**config.mk**
```make
export PLATFORM = sky130hd
export DESIGN_NAME = multi_tick_gen
export DESIGN_NICKNAME = d
export VERILOG_FILES = /design/src/rtl/multi_tick_gen.sv
export SDC_FILE = /design/constraint.sdc
export NUM_CORES = 1
export LEC_CHECK = 0
export BUFFER_PORTS_ARGS = -buffer_cell sky130_fd_sc_hd__buf_4
export CAP_MARGIN = 20
export CORE_UTILIZATION = 57
export DETAILED_ROUTE_END_ITERATION = 6
export GPL_ROUTABILITY_DRIVEN = 0
export PLACE_DENSITY = 0.8
export SLEW_MARGIN = 5
export SYNTH_ARGS = -nofsm -noshare
export SYNTH_HDL_FRONTEND = slang
export SYNTH_SLANG_ARGS = --single-unit
```
**constraint.sdc**
```tcl
create_clock -name clk -period 2.45 [get_ports clk]
set_clock_uncertainty 0.05 [all_clocks]
set_input_delay 0.1225 -clock clk [delete_from_list [all_inputs] [get_ports clk]]
set_output_delay 0.1225 -clock clk [all_outputs]
set_load 0.1 [all_outputs]
```
**src/rtl/multi_tick_gen.sv**
```systemverilog
// Multi-channel programmable tick generator with per-channel enable, periodic/one-shot
// mode and shadowed compare values. Define PRESCALE_EN to add a shared clock prescaler.
module multi_tick_gen #(
    parameter int                 NBITS     = 8,
    parameter int                 NCH       = 4,
    parameter logic [NBITS-1:0]   RESET_CMP = {NBITS{1'b1}},
    parameter int                 PRESC_DIV = 16
) (
    input  logic                  clk,
    input  logic                  rst,
    input  logic [NCH-1:0]        en,
    input  logic [NCH-1:0]        mode,
    input  logic [NCH-1:0]        start,
    input  logic [NCH-1:0]        load,
    input  logic [NCH*NBITS-1:0]  compare_value,
    output logic [NCH-1:0]        tick,
    output logic [NCH-1:0]        busy,
    output logic [NCH-1:0]        pending,
    output logic [NCH*NBITS-1:0]  count
);

    typedef enum logic {
        ST_IDLE = 1'b0,
        ST_RUN  = 1'b1
    } state_t;

    logic strobe;

`ifdef PRESCALE_EN
    localparam int PW = (PRESC_DIV > 2) ? $clog2(PRESC_DIV) : 1;
    localparam logic [PW-1:0] PRESC_LAST = PW'(PRESC_DIV - 1);

    logic [PW-1:0] presc_q;

    // Free-running and shared by all channels, so every channel sees the same strobe phase.
    always_ff @(posedge clk or negedge rst) begin
        if (!rst) begin
            presc_q <= '0;
        end else if (presc_q == PRESC_LAST) begin
            presc_q <= '0;
        end else begin
            presc_q <= presc_q + 1'b1;
        end
    end

    assign strobe = (presc_q == PRESC_LAST);
`else
    // Without the prescaler every cycle is a counting cycle; PRESC_DIV has no effect.
    localparam bit PRESC_UNUSED = (PRESC_DIV != 0);
    assign strobe = PRESC_UNUSED | 1'b1;
`endif

    genvar gi;
    generate
        for (gi = 0; gi < NCH; gi++) begin : g_ch
            state_t           state_q, state_d;
            logic [NBITS-1:0] cnt_q, cnt_d;
            logic [NBITS-1:0] prd_q, prd_d;
            logic [NBITS-1:0] shadow_q, shadow_d;
            logic             pending_q, pending_d;
            logic             mode_q, mode_d;
            logic             tick_q, tick_d;
            logic [NBITS-1:0] slice;
            logic             wrap;

            assign slice = compare_value[gi*NBITS +: NBITS];
            // Abort (en low) takes priority over the wrap.
            assign wrap  = (state_q == ST_RUN) && en[gi] && strobe && (cnt_q == prd_q);

            always_comb begin
                state_d   = state_q;
                cnt_d     = cnt_q;
                prd_d     = prd_q;
                shadow_d  = shadow_q;
                pending_d = pending_q;
                mode_d    = mode_q;
                tick_d    = 1'b0;

                if (state_q == ST_IDLE) begin
                    cnt_d = '0;
                    if (pending_q) begin
                        prd_d     = shadow_q;
                        pending_d = 1'b0;
                    end
                    if (en[gi] && (!mode[gi] || start[gi])) begin
                        state_d = ST_RUN;
                        mode_d  = mode[gi];
                    end
                end else if (!en[gi]) begin
                    state_d = ST_IDLE;
                    cnt_d   = '0;
                end else if (wrap) begin
                    cnt_d  = '0;
                    tick_d = 1'b1;
                    if (pending_q) begin
                        prd_d     = shadow_q;
                        pending_d = 1'b0;
                    end
                    if (mode_q) begin
                        state_d = ST_IDLE;
                    end
                end else if (strobe) begin
                    cnt_d = cnt_q + 1'b1;
                end

                // A load coinciding with the wrap bypasses the shadow and takes effect at once.
                if (load[gi]) begin
                    shadow_d = slice;
                    if (wrap) begin
                        prd_d     = slice;
                        pending_d = 1'b0;
                    end else begin
                        pending_d = 1'b1;
                    end
                end
            end

            always_ff @(posedge clk or negedge rst) begin
                if (!rst) begin
                    state_q   <= ST_IDLE;
                    cnt_q     <= '0;
                    prd_q     <= RESET_CMP;
                    shadow_q  <= RESET_CMP;
                    pending_q <= 1'b0;
                    mode_q    <= 1'b0;
                    tick_q    <= 1'b0;
                end else begin
                    state_q   <= state_d;
                    cnt_q     <= cnt_d;
                    prd_q     <= prd_d;
                    shadow_q  <= shadow_d;
                    pending_q <= pending_d;
                    mode_q    <= mode_d;
                    tick_q    <= tick_d;
                end
            end

            assign tick[gi]                   = tick_q;
            assign busy[gi]                   = (state_q == ST_RUN);
            assign pending[gi]                = pending_q;
            assign count[gi*NBITS +: NBITS]   = cnt_q;
        end
    endgenerate

endmodule

```
After elaboration in Yosys (flattened, before gate mapping)

Cells that the tools add are included.

Memory bits (read-only): 0
RAM bits: 0
Output and inout port bits: 44
Input bits: 50
Bits in latches: 0
Memories: 0
Logic and storage cells: 164
Bits in registers: 112

Div/mod/pow operators: 0
$add $sub $neg: 4
Order comparisons: 0
Bitwise gates (word level): 4
Mux-type cells: 88
Reduce and logical (&&, ||, !) cells: 28
Shift operators: 0
Multiply operators: 0
Equal/unequal tests: 12

Operators by type and width:

| operator                                                                | number |
|---|---|
| 8-bit two-way mux                                                       | 36 |
| 1-bit two-way mux                                                       | 52 |
| 8-bit by 1-bit adder with 8-bit output, second input constant           | 4 |
| 8-bit equality test                                                     | 4 |
| 2-bit AND reduction                                                     | 8 |
| 1-bit logical AND                                                       | 12 |
| 3-bit by 2-bit inequality test with 1-bit output, second input constant | 4 |
| 3-bit inequality test, second input constant                            | 4 |
| 1-bit zero test                                                         | 4 |
| 1-bit logical OR                                                        | 4 |
| 1-bit NOT                                                               | 4 |

Depth between registers and ports, before layout

Gate-level depths: netlist (run 1).

Depth after elaboration: 7
Mapped depth: 5
Depth with buffers taken out: 4

Worst setup path before layout (run 1)

OpenSTA, ideal clock, no wires.

Path type: reg-to-reg
Start: reg g_ch[2].cnt_q[0]
End: reg g_ch[2].prd_q[6]
Buffers on the path: 1
Setup slack: 0.166 ns
Setup time: 0.078 ns
Arrival: 2.156 ns
Data required time: 2.322 ns
Cell stages (with the launch flop): 6
Clock period less this slack: 2.284 ns
Cell sequence: dfrtp_1 > xnor2_1 > nand4_2 > or3_1 > buf_2 > a41oi_2

Word-level cells in the longest chain between the ends: 7

RTL lines:

| element                 | RTL line | RTL |
|---|---|---|
| start, declared         | 57       | `logic [NBITS-1:0] cnt_q, cnt_d;` |
| start signal, assigned  | 129      | `cnt_q <= cnt_d;` |
| 8-bit equality test (*) | 68       | `assign wrap = (state_q == ST_RUN) && en[gi] && strobe && (cnt_q == prd_q);` |
| 1-bit logical AND (*)   | 68       |  |
| 8-bit two-way mux       | 92       | `end else if (wrap) begin` |
| 8-bit two-way mux       | 89       | `end else if (!en[gi]) begin` |
| 8-bit two-way mux       | 79       | `if (state_q == ST_IDLE) begin` |
| 8-bit two-way mux       | 109      | `if (wrap) begin` |
| 8-bit two-way mux (*)   | 107      | `if (load[gi]) begin` |
| via g_ch[2].prd_d[6]    | 58       | `logic [NBITS-1:0] prd_q, prd_d;` |
| end signal, assigned    | 130      | `prd_q <= prd_d;` |
| end, declared           | 58       |  |

The timed path passes the listed nets; every way through them passes the cells marked *.
A chain may end at the register's enable or synchronous reset.

Final worst setup path (run 1)

Start: reg g_ch[1].prd_q[0]
End: reg g_ch[1].prd_q[7]

Word-level cells in the longest chain between the ends: 7

RTL lines:

| element                 | RTL line |
|---|---|
| start, declared         | 58 |
| start signal, assigned  | 130 |
| 8-bit equality test (*) | 68 |
| 1-bit logical AND (*)   | 68 |
| 8-bit two-way mux       | 92 |
| 8-bit two-way mux       | 89 |
| 8-bit two-way mux       | 79 |
| 8-bit two-way mux       | 109 |
| 8-bit two-way mux (*)   | 107 |
| via g_ch[1].prd_d[7]    | 58 |

Marked as above.

==> results of run 1 <==
-- stage by stage --
step | total power, W | setup WS (ps) | hold WS [ps]
2_1_floorplan | 0.00296 | 166 | -223
3_3_place_gp | 0.00319 | 614 | 120
3_5_place_dp | 0.00323 | 548 | 131
4_1_cts | 0.00435 | 519 | 4.00
5_1_grt | 0.00452 | 352 | 0.517
6_report | 0.00432 | 514 | 11.9
-- cells in the mapped netlist (10+ instances only) --
master | n | area, µm²
a22oi_1 | 32 | 240
a31oi_1 | 12 | 75.1
a41oi_1 | 28 | 245
buf_1 | 16 | 60.1
buf_2 | 10 | 50.1
buf_4 | 12 | 90.1
clkbuf_1 | 14 | 52.6
dfrtp_1 | 48 | 1200
dfstp_2 | 64 | 1680
mux2_2 | 32 | 360
nand3_1 | 24 | 120
nand4_1 | 32 | 200
nor3_1 | 32 | 160
nor4_1 | 32 | 200
o211ai_1 | 32 | 240
xnor2_1 | 36 | 315
xor2_1 | 20 | 175
-- worst max path at each step --
stage,from,end,slack (ps),cells after the start
floorplan,g_ch[2].cnt_q[0]$_DFF_PN0_,g_ch[2].prd_q[6]$_DFF_PN1_,170,5
global placement,g_ch[1].prd_q[6]$_DFF_PN1_,g_ch[1].prd_q[6]$_DFF_PN1_,610,4
detailed placement,g_ch[1].prd_q[0]$_DFF_PN1_,g_ch[1].prd_q[5]$_DFF_PN1_,550,4
CTS,g_ch[1].prd_q[0]$_DFF_PN1_,g_ch[1].prd_q[7]$_DFF_PN1_,520,4
global route,g_ch[1].cnt_q[0]$_DFF_PN0_,g_ch[1].cnt_q[4]$_DFF_PN0_,350,4
finish,g_ch[1].prd_q[0]$_DFF_PN1_,g_ch[1].prd_q[7]$_DFF_PN1_,510,4
-- worst register-to-register path: cells and delay by family (launching register included) --
kind,cells,cell delay [ps]
AO/OA/AOI/OAI,1,250
XOR/XNOR,1,150
flip-flops,1,560
AND/OR/NAND/NOR,2,850
-- timing repair --
| item | CTS | global route |
|---|---|---|
| hold buffers | 44 | 0 |
| hold endpoints to repair | 72 | 0 |
| resized for setup | 0 | 0 |
-- state kept, by name, indices dropped and copies added, names as in the netlist --
signal          count
g_ch.prd_q         32
g_ch.state_q        4
g_ch.shadow_q      32
g_ch.pending_q      4
g_ch.tick_q         4
g_ch.cnt_q         32
g_ch.mode_q         4
-- final cells by class --
cell class | instances | area share
timing repair buffer | 148 | 0.167
tap | 136 | 0.0230
inverter | 8 | 0.00406
clock buffer | 13 | 0.0215
multi-input combinational | 388 | 0.393
sequential | 112 | 0.390
clock inverter | 3 | 0.00237
-- logic make-up after synthesis --
group	Yosys count
xor+xnor	56
buf+inv	60
compound gates	120
mux	32
flops	112
fa+ha+maj	4
simple gates	176
-- routing by layer --
| layer | GRT usage | vias up | share of wire |
|---|---|---|---|
| met3 | 0.0742 | 23 | 0.063 |
| met5 | 0 | - | 0 |
| li1 | - | 2401 | - |
| met4 | 0.106 | 0 | 0.015 |
| met2 | 0.462 | 221 | 0.50 |
| met1 | 0.370 | 2578 | 0.42 |
-- report_power, final --
group / leakage [nW] / internal, W / switching, W
clock: 0.0894 / 0.000424 / 0.000618
sequential: 1.31 / 0.00215 / 0.000193
combinational: 1.46 / 0.000430 / 0.000506
==> results.toml, run 1 <==
[status]
status = "complete, no violations"

[critical_path]
path_buf_inv = 0
rr_worst_depth = 4
path_cells = "xnor2_1 > nand4_2 > or3_1 > a41oi_1"
crit_slowest_cell = "or3_1"
path_max_fanout = 11
worstPathRequired_ps = 2710
crit_family = "simple AND/OR/NAND/NOR gates"
crit_type = "reg -> reg"
startpoint_type = "register"
r2r_start = "g_ch[1].prd_q[0]$_DFF_PN1_"
critPathCaptureType = "register"
slowest_delay_ps = 580
worstPathArrival_ps = 2200
rrSetupSlack_ps = 510
crit-reg2reg-capture = "g_ch[1].prd_q[7]$_DFF_PN1_"

[cts]
clkTransAtPathRegs_ps = 100
cts_sinks = 112
htree_levels = 3
cts_buffers = 9
cts_root_buf = "clkbuf_8"
postCtsSetupRepairBufs = 0
cts_tree = "built"
clkLatencyLatePin_ps = 390
cts_max_path_buffers = 2

[power]
powerDensity_nw_per_um2 = 585
irDropWorstVdd_v = 0.000517
leakage_nw = 2.87

[synthesis]
synth_flop_cell = "dfstp_2"
synth_mux_area_frac = 0.0594
synth_cells = 560
yosys.area_share.simple = 0.176
yosysWarnings = 0
synth_compound_area_frac = 0.154
ys_ff_latch = 112
seq_area_frac_synth = 0.475
synth-adder-area-share = 0.00824
avgSynthCellArea_um2 = 10.8
syn-num-nets = 614
synth_cell_types = 34
async_reset_ff_frac = 1.00
synth_xor_area_frac = 0.0808
netlist_area_um2 = 6070
synth_top_family_by_area = "simple AND/OR/NAND/NOR gates"
synth_edf_count = 0

[floorplanning]
die_x_um = 105
ios = 94
die_h_um = 105
rows = 37
start_util = 0.588
core_um2 = 10300
dieArea_um2 = 11100

[timing]
post-route-period-util = 0.790
tightest_slew_ps = 672
fin_tns_setup_ps = 0
finalCriticalPeriod_ps = 1940
slew_viol_final = 0
setup_viol_count_final = 0
hold_viol_final = 0
max_freq_mhz = 517
grt_setup_unrepaired = "false"
relSlewSlack = 0.551

[routing]
drt_iter0_markers = 318
via_count = 5223
routed_wl_um = 15000
drc_errors = 0
viasPerCell = 6.46
wl_per_cell_um = 18.6
drtPass1Iterations = 5
ant_nets = 0

[cells_and_area]
multi_input_area_um2 = 2910
layout-drive-gt1-share = 0.338
finalInstanceArea_um2 = 7400
antenna_cells = 0
layout_common_cells = "buf_4, dfstp_2, dfrtp_1"
final_util = 0.717
layout_commonest_cell = "buf_4"
fill_cells = 730
regArea_um2 = 2880
area_delta_synth_final_pct = 21.9
final_cells = 808
final_nets = 721

[global_route]
grt_start_max_net_pins = 52
grt_pass1_vias = 5203
grtUsageTotal = 0.286
grt_pass1_wl_um = 25300
overflow = 0
antenna_found_initial = 0

[placed_design]
placed_cell_area_um2 = 6780
hpwlAfterDp_um = 9960
numPortBuffers = 93
dp.cells = 748

[min_path]
worstHoldEndpoint = "g_ch[3].pending_q$_DFFE_PN0P_"
hold_class = "in -> reg"
hp-start = "load[3]"
hold_depth = 3

[job]
maxCapViolCount = 0
Note: power is estimated with default switching activity, not from simulation.
==> inputs of run 2 (changes only) <==
- clock period: 2.45 -> 1.96 ns (I/O delays scaled with it)
==> run 2 against run 1 <==
Setup slack worse by 400 ps. Register-to-register slack got worse by 400 ps. Flip-flop and latch count is the same. Non-clock buffer count grew 13. Global-route usage rose by 0.18 points. First-iteration DRC count shrank 0.94%. Utilization rose by 1.4 points. Hold slack better by 18 ps.
==> results.toml, run 2 (same netlist as run 1, synthesis figures left out) <==
[cells_and_area]
final_util = 0.731
top_regs = "g_ch.cnt_q x32, g_ch.prd_q x32, g_ch.shadow_q x32"
area_delta_synth_final_pct = 24.3
final_nets = 734
fill_cells = 726
antenna_cells = 0
layout-drive-gt1-share = 0.391
layout_commonest_cell = "buf_4"
layout_common_cells = "buf_4, dfstp_2, dlygate4sd3_1"
final_cells = 821

[routing]
via_count = 5275
ant_nets = 0
routed_wl_um = 15300
drtPass1Iterations = 4
drc_errors = 0
viasPerCell = 6.43
wl_per_cell_um = 18.6
drt_iter0_markers = 315

[timing]
tightest_slew_ps = 649
post-route-period-util = 0.943
relSlewSlack = 0.566
slew_viol_final = 0
worst_slack_ps = 111
max_freq_mhz = 541
grt_setup_unrepaired = "false"
hold_viol_final = 0
setup_viol_count_final = 0
finalCriticalPeriod_ps = 1850
hold_slack_ps = 29.5

[critical_path]
crit_slowest_cell = "dfstp_2"
path_cells = "xnor2_1 > nand4_2 > or3_1 > a41oi_1"
crit_type = "reg -> reg"
worstPathArrival_ps = 2070
slowest_delay_ps = 570
critPathCaptureType = "register"
r2r_start = "g_ch[0].prd_q[4]$_DFF_PN1_"
path_buf_inv = 0
startpoint_type = "register"
crit-reg2reg-capture = "g_ch[0].prd_q[1]$_DFF_PN1_"
crit_family = "simple AND/OR/NAND/NOR gates"
rr_worst_depth = 4
worstPathRequired_ps = 2180
path_max_fanout = 8
rrSetupSlack_ps = 110

[cts]
cts_resized = 0
cts_max_path_buffers = 2
clkLatencyLatePin_ps = 370
cts_buffers = 9
cts_sinks = 112
clkTransAtPathRegs_ps = 90
cts_tree = "built"
htree_levels = 3
postCtsSetupRepairBufs = 0
hold_buffers = 45
cts_root_buf = "clkbuf_8"

[floorplanning]
dieArea_um2 = 11100
rows = 37
core_um2 = 10300
die_h_um = 105
die_x_um = 105
ios = 94
start_util = 0.588

[global_route]
overflow = 0
antenna_found_initial = 0
grt_pass1_vias = 5276
grt_start_max_net_pins = 45
grtUsageTotal = 0.288
grt_pass1_wl_um = 25700

[placed_design]
hpwlAfterDp_um = 10000
numPortBuffers = 93
dp.cells = 760
dp_slack_ps = 133

[min_path]
hold_class = "in -> reg"
hold_depth = 3
worstHoldEndpoint = "g_ch[1].pending_q$_DFFE_PN0P_"
hp-start = "load[1]"

[power]
powerDensity_nw_per_um2 = 717
leakage_nw = 2.88
irDropWorstVdd_v = 0.000368

[status]
status = "complete, no violations"

[job]
maxCapViolCount = 0
## run 2: routing by layer
layer / part of all wire / vias to the layer above / wire length (µm) / global-route usage
li1: - / 2422 / - / -
met4: 0.022 / 0 / 336 / 0.108
met2: 0.50 / 213 / 7680 / 0.478
met1: 0.42 / 2605 / 6430 / 0.385
met5: 0 / - / 0 / 0
met3: 0.056 / 35 / 854 / 0.0374
## run 2: report_power, final
part | leakage, nW | total [W] | switching [W] | internal, W
logic | 1.53 | 0.00120 | 0.000642 | 0.000557
registers | 1.26 | 0.00293 | 0.000236 | 0.00269
clock network | 0.0850 | 0.00128 | 0.000741 | 0.000539
## run 2: cell type report
cell class              instances  area, µm²  area share
well taps                     136        170      0.0226
flip-flops and latches        112       2920       0.387
multi-input cells             388       2910       0.385
inverters                       8       30.0     0.00398
clock buffers                  16        170      0.0226
repair buffers                161       1350       0.178
## run 2: worst max path at each step
| stage | start | end | slack [ps] | cells past startpoint |
|---|---|---|---|---|
| after global routing | g_ch[0].cnt_q[2]$_DFF_PN0_ | g_ch[0].prd_q[7]$_DFF_PN1_ | 5 | 4 |
| after CTS | g_ch[2].prd_q[0]$_DFF_PN1_ | g_ch[2].prd_q[4]$_DFF_PN1_ | 120 | 4 |
| after floorplan | g_ch[2].cnt_q[0]$_DFF_PN0_ | g_ch[2].prd_q[6]$_DFF_PN1_ | -9 | 5 |
| after global placement | g_ch[1].prd_q[5]$_DFF_PN1_ | g_ch[1].prd_q[6]$_DFF_PN1_ | 270 | 4 |
| final | g_ch[0].prd_q[4]$_DFF_PN1_ | g_ch[0].prd_q[1]$_DFF_PN1_ | 110 | 4 |
| after detailed placement | g_ch[0].prd_q[1]$_DFF_PN1_ | g_ch[0].prd_q[7]$_DFF_PN1_ | 130 | 4 |
## run 2: worst min-delay path, delay by kind of cell
| kind | cells | cell delay [ps] |
|---|---|---|
| compound gates | 1 | 60 |
| buf+inv | 1 | 170 |
| simple gates | 1 | 80 |
## run 2: stage by stage
step | total power, W | TNS, ps | area, µm²
after global placement | 0.00400 | 0 | 6920
final | 0.00541 | 0 | 7540
after CTS | 0.00543 | 0 | 7540
after global routing | 0.00566 | 0 | 7540
after detailed placement | 0.00406 | 0 | 6920
after floorplan | 0.00371 | -8.60 | 6110
